### src/rtl/axum_ctx_copy_engine.sv
// Copies a contiguous range of registers between two inactive contexts of the
// mapped register-file window, one read beat followed by one write beat per register.
module axum_ctx_copy_engine #(
  parameter int unsigned AddressWidth = 32,
  parameter int unsigned DataWidth    = 32,
  parameter int unsigned NrCtx        = 4,
  parameter logic [AddressWidth-1:0] BaseAddr = '0
) (
  input  logic                    clk_i,
  input  logic                    rst_i,
  input  logic                    start_i,
  input  logic [$clog2(NrCtx)-1:0] src_ctx_i,
  input  logic [$clog2(NrCtx)-1:0] dst_ctx_i,
  input  logic [4:0]              first_reg_i,
  input  logic [4:0]              last_reg_i,
  input  logic                    abort_i,
  input  logic [$clog2(NrCtx)-1:0] ctx_sel_i,
  output logic                    busy_o,
  output logic                    done_o,
  output logic                    err_o,
  output logic                    map_req_o,
  output logic [AddressWidth-1:0] map_addr_o,
  output logic                    map_we_o,
  output logic [DataWidth/8-1:0]  map_be_o,
  output logic [DataWidth-1:0]    map_wdata_o,
  input  logic                    map_rvalid_i,
  input  logic [DataWidth-1:0]    map_rdata_i,
  input  logic                    map_err_i
);

  localparam int unsigned CtxW = $clog2(NrCtx);

  typedef enum logic [2:0] {IDLE, RD, RD_W, WR, WR_W, DONE} state_t;

  state_t               state;
  logic [CtxW-1:0]      src_q;
  logic [CtxW-1:0]      dst_q;
  logic [4:0]           idx_q;
  logic [4:0]           last_q;
  logic [DataWidth-1:0] data_q;
  logic                 stop_pend;

  logic cmd_bad;
  logic conflict;

  function automatic logic [AddressWidth-1:0] beat_addr(input logic [CtxW-1:0] ctx,
                                                        input logic [4:0] r);
    beat_addr = BaseAddr | (AddressWidth'(ctx) << 7) | (AddressWidth'(r) << 2);
  endfunction

  assign cmd_bad = (src_ctx_i == dst_ctx_i) || (src_ctx_i == ctx_sel_i) ||
                   (dst_ctx_i == ctx_sel_i) || (first_reg_i > last_reg_i);

  // A context becoming active under us would make the core race our writes.
  assign conflict = busy_o && ((ctx_sel_i == src_q) || (ctx_sel_i == dst_q));

  assign map_wdata_o = data_q;
  assign map_be_o    = {(DataWidth/8){map_req_o}};

  always_ff @(posedge clk_i) begin
    if (rst_i) begin
      state      <= IDLE;
      src_q      <= '0;
      dst_q      <= '0;
      idx_q      <= '0;
      last_q     <= '0;
      data_q     <= '0;
      stop_pend  <= 1'b0;
      busy_o     <= 1'b0;
      done_o     <= 1'b0;
      err_o      <= 1'b0;
      map_req_o  <= 1'b0;
      map_we_o   <= 1'b0;
      map_addr_o <= '0;
    end else begin
      done_o <= 1'b0;
      case (state)
        IDLE: begin
          if (start_i) begin
            src_q     <= src_ctx_i;
            dst_q     <= dst_ctx_i;
            last_q    <= last_reg_i;
            idx_q     <= first_reg_i;
            stop_pend <= 1'b0;
            err_o     <= cmd_bad;
            if (cmd_bad) begin
              state  <= DONE;
              done_o <= 1'b1;
            end else begin
              state      <= RD;
              busy_o     <= 1'b1;
              map_req_o  <= 1'b1;
              map_we_o   <= 1'b0;
              map_addr_o <= beat_addr(src_ctx_i, first_reg_i);
            end
          end
        end
        RD: begin
          map_req_o <= 1'b0;
          state     <= RD_W;
          if (abort_i || conflict) stop_pend <= 1'b1;
        end
        RD_W: begin
          if (map_rvalid_i) data_q <= map_rdata_i;
          if (!map_rvalid_i || map_err_i || stop_pend || conflict) begin
            state  <= DONE;
            busy_o <= 1'b0;
            done_o <= 1'b1;
            err_o  <= 1'b1;
          end else begin
            state      <= WR;
            map_req_o  <= 1'b1;
            map_we_o   <= 1'b1;
            map_addr_o <= beat_addr(dst_q, idx_q);
          end
        end
        WR: begin
          map_req_o <= 1'b0;
          map_we_o  <= 1'b0;
          state     <= WR_W;
          if (abort_i || conflict) stop_pend <= 1'b1;
        end
        WR_W: begin
          if (!map_rvalid_i || map_err_i || stop_pend || conflict) begin
            state  <= DONE;
            busy_o <= 1'b0;
            done_o <= 1'b1;
            err_o  <= 1'b1;
          end else if (idx_q == last_q) begin
            state  <= DONE;
            busy_o <= 1'b0;
            done_o <= 1'b1;
            err_o  <= 1'b0;
          end else begin
            // idx_q < last_q <= 31 here, so the increment cannot wrap.
            idx_q      <= idx_q + 5'd1;
            state      <= RD;
            map_req_o  <= 1'b1;
            map_we_o   <= 1'b0;
            map_addr_o <= beat_addr(src_q, idx_q + 5'd1);
          end
        end
        DONE: begin
          state <= IDLE;
        end
        default: begin
          state     <= IDLE;
          busy_o    <= 1'b0;
          map_req_o <= 1'b0;
          map_we_o  <= 1'b0;
        end
      endcase
    end
  end

endmodule

### config.mk
export PLATFORM = sky130hd
export DESIGN_NAME = axum_ctx_copy_engine
export DESIGN_NICKNAME = d
export VERILOG_FILES = /design/src/rtl/axum_ctx_copy_engine.sv
export SDC_FILE = /design/constraint.sdc
export NUM_CORES = 1
export LEC_CHECK = 0
export ABC_AREA = 1
export CORE_MARGIN = 2
export CORE_UTILIZATION = 44
export DETAILED_ROUTE_END_ITERATION = 16
export PLACE_DENSITY = 0.8
export SLEW_MARGIN = 15
export SYNTH_ARGS = -nofsm -noshare
export SYNTH_HDL_FRONTEND = slang
export SYNTH_SLANG_ARGS = --single-unit
### constraint.sdc
create_clock -name clk_i -period 2.15 [get_ports clk_i]
set_clock_uncertainty 0.15 [all_clocks]
set_input_delay 0.43 -clock clk_i [delete_from_list [all_inputs] [get_ports clk_i]]
set_output_delay 0.43 -clock clk_i [all_outputs]
set_load 0.02 [all_outputs]
==> out/results.tsv, run 1 <==
metric	value	unit
worstSetupEndpointType	flop	
synth_seq_cells	62	
number_of_cts_inserted_buffers	9	
drt-vias-per-instance	5.00	
route.vias.total	3436	
p_sw	2250	uW
critical-path-max-stage-delay	480	ps
wire_length_of_the_first_global_routing_pass	13900	um
yosysWarnings	0	
synth.yosys.seq_area_share	0.377	
whs_endpoint	map_wdata_o[8]	
synth-edff-count	0	
synthesis.instances	464	
p_clk_frac	0.214	
required	2230	ps
finalSetupViolations	0	
ir_worst_vdd	0.000615	V
grt_start_max_net_pins	34	
seq_power_share	0.291	
ys_dominant_reg_cell	dfxtp_1	
hold_path_depth	2	
antenna_violations_before_repair	0	
antenna_violating_nets_post_route	0	
synth.distinct_cells	30	
io-pin-count	127	
drt_pass1_iterations	5	
power.static_leakage	0.00207	uW
min-delay-start	map_wdata_o[8]	
die_x	90.5	um
detail_route.wl_per_cell	12.7	um
crit-reg2reg-launch	state[2]	
cts.sinks	62	
unrepaired_setup_endpoints_after_global_routing	no	
syn_area_per_cell	7.10	um^2
critical_path.max_fanout	7	
drt_iter0_drc	262	
port_buffers	101	
totalWireLength	8730	um
timing_max_transition_violations_final	0	
reg2reg_depth	8	
die-height	90.5	um
final_layout_size_suffix_gt1_frac	0.168	
clock_tree.buffer_depth	2	
run_status	complete, no violations	
fillers	603	
globalRouteTotalUtil	0.204	
final_util	0.660	
crit_chain	clkdlybuf4s50_1 -> inv_1 -> ha_1 -> inv_1 -> nand2_2 -> nand3_2 -> nand2_2 -> nand2_2 -> nand2_4 -> nand2_4 -> nor2_8 -> buf_12 -> a21oi_2 -> nor2_1	
starting_density_of_the_core	0.454	
dp_cells	669	
routabilityCongestion	0.883	
worst_setup_hold_path_clk_slew	70	ps
hpwlAfterDp	6340	um
worst-path-buf-inv	4	
floorplan.core_area	0.00725	mm^2
setup.worst_path.class	primary input to flop	
worstHoldPathType	flop to flop	
switching_share	0.413	
total_power	5450	uW
ys_async_sr_fraction	0	
max_freq	0.494	GHz
power_density	1140	mW/mm^2
finalInstanceArea	0.00479	mm^2
antenna-diode-count	0	
worst_path_max_delay_cell	clkdlybuf4s50_1	
drc	0	
htreeDepth	3	
cts_tree	yes	
reg2reg_slack	300	ps
r2r-end	map_addr_o[2]	
cts.root.buffer_cell	clkbuf_8	
floorplan.rows	31	
fp.dieArea	0.00820	mm^2
crit_top_cell	nand2_2	
min_period	2020	ps
placed_instance_area	0.00443	mm^2
areaGrowthSynthToFinish	45.3	%
final_hold_fails	0	
cts_hold_buf	0	
max_cap_violations	0	
cp_data_arrival_time	2100	ps
globalRoute.totalOverflow	0	
grt_pass1_vias	3092	
num-nets-final	643	
combinationalPowerShare	0.495	
power_report.internal_total	3200	uW
syn-cell-area	0.00329	mm^2
fin_crit_sh	0.941	
finish.cell_count_without_fillers	687	
clkLatencyLatePin	340	ps
crit_path_start_kind	primary input	
top_family_by_delay_on_critical_path	buffers and inverters	
==> cells by family (layout without fill, tap and decap cells) <==
kind of cell	after synthesis	count (layout)	share of synthesized area
AND/OR/NAND/NOR	201	202	0.274
AO/OA/AOI/OAI	97	97	0.161
buffers and inverters	91	190	0.149
flip-flops	62	62	0.377
adder cells (fa/ha/maj)	6	6	0.0228
XOR/XNOR	6	6	0.0160
other	1	25	0.00114
==> power groups by stage <==
stage / combinational, uW / sequential [uW] / clock (uW)
floorplan: 1730 / 1700 / 0
global placement: 2500 / 1590 / 0
detailed placement: 2570 / 1610 / 0
CTS: 2670 / 1580 / 1180
global route: 2950 / 1610 / 1230
finish: 2700 / 1580 / 1170
==> worst register-to-register path, delay by kind of cell, from the launching register on <==
family	cells	cell delay [ps]
AO/OA/AOI/OAI	1	130
buffers and inverters	2	210
AND/OR/NAND/NOR	5	750
flip-flops	1	520
==> cells in the final DEF, fill, tap and decap left out, types with 2 or more instances in the layout <==
cell type,netlist,final
a21oi_1,62,61
a21oi_2,9,10
buf_4,30,30
bufinv_16,0,2
clkbuf_8,0,10
clkdlybuf4s50_1,0,91
clkinvlp_4,0,2
conb_1,1,25
dfxtp_1,62,62
dlymetal6s2s_1,0,9
ha_1,6,2
ha_4,0,4
inv_1,32,28
inv_2,9,13
inv_6,0,2
nand2_1,110,105
nand2_2,5,9
nand2_4,3,4
nand3_1,48,47
nand3_2,2,3
nand4_1,2,2
nor2_1,25,23
nor2_2,3,4
nor2_4,1,3
o21ai_0,16,16
o21ai_1,5,5
o22ai_1,3,3
xnor2_1,2,2
xor2_1,4,4
==> worst max path at each step <==
stage,from,to,slack (ps),depth (start not counted)
after floorplan,last_reg_i[4],map_we_o,210,14
after global placement,last_reg_i[4],map_addr_o[8],-340,14
after detailed placement,last_reg_i[4],map_addr_o[7],-430,14
after CTS,last_reg_i[4],map_addr_o[2],0.8,15
after global routing,src_ctx_i[1],map_addr_o[7],50,14
final,first_reg_i[0],map_addr_o[2],130,14
==> layout make-up <==
class                           instances  area (um^2)  share of cell area
Clock buffer                           10          138              0.0287
Clock inverter                          6         92.6              0.0193
Inverter                               41          154              0.0321
Multi-Input combinational cell        336         1750               0.366
Sequential cell                        62         1240               0.259
Tap cell                               99          124              0.0259
Timing Repair Buffer                  133         1290               0.269
==> metal layers <==
metal,wire [um],vias up,GRT usage
met3,702,23,0.0401
met4,210,0,0.0949
met2,4230,169,0.350
li1,-,1695,-
met1,3590,1549,0.245
met5,0,-,0
==> registers in the layout (all words and copies together) (netlist names), 2 cells and up <==
register / count
map_addr_o: 7
src_q: 2
idx_q: 5
map_wdata_o: 32
dst_q: 2
last_q: 5
state: 3
==> cell usage after synthesis, types with 8 or more instances <==
master,n,share of area
dfxtp_1,62,0.38
clkbuf_1,8,0.0091
nand3_1,48,0.073
o21ai_0,16,0.024
inv_1,32,0.036
a21oi_1,62,0.094
inv_2,9,0.010
nor2_1,25,0.028
a21oi_2,9,0.024
buf_4,30,0.068
buf_2,10,0.015
nand2_1,110,0.13
==> per-stage QoR <==
| step | hold WS, ps | worst slack (ps) | TNS (ps) |
|---|---|---|---|
| 2_1_floorplan | 294 | 207 | 0 |
| 3_3_place_gp | 298 | -336 | -3880 |
| 3_5_place_dp | 303 | -433 | -5160 |
| 4_1_cts | 314 | 0.800 | 0 |
| 5_1_grt | 334 | 48.5 | 0 |
| 6_report | 311 | 127 | 0 |
==> timing repair <==
| item | in CTS | in global routing |
|---|---|---|
| pin swaps | 10 | 3 |
| cloned | 1 | 0 |
| endpoints found under the setup margin | 9 | 15 |
| setup buffers | 1 | 0 |
| gates resized for setup | 14 | 16 |
Power figures use the tool's default switching activity.
==> run 2: changes to the inputs <==
--- a/config.mk
+++ b/config.mk
@@ -10,7 +10,7 @@
 export CORE_UTILIZATION = 44
 export DETAILED_ROUTE_END_ITERATION = 16
 export PLACE_DENSITY = 0.8
-export SLEW_MARGIN = 15
+export SLEW_MARGIN = 40
 export SYNTH_ARGS = -nofsm -noshare
 export SYNTH_HDL_FRONTEND = slang
 export SYNTH_SLANG_ARGS = --single-unit
==> results of run 2 <==
No change in the layout: final DEF, timing and power equal those of run 1.
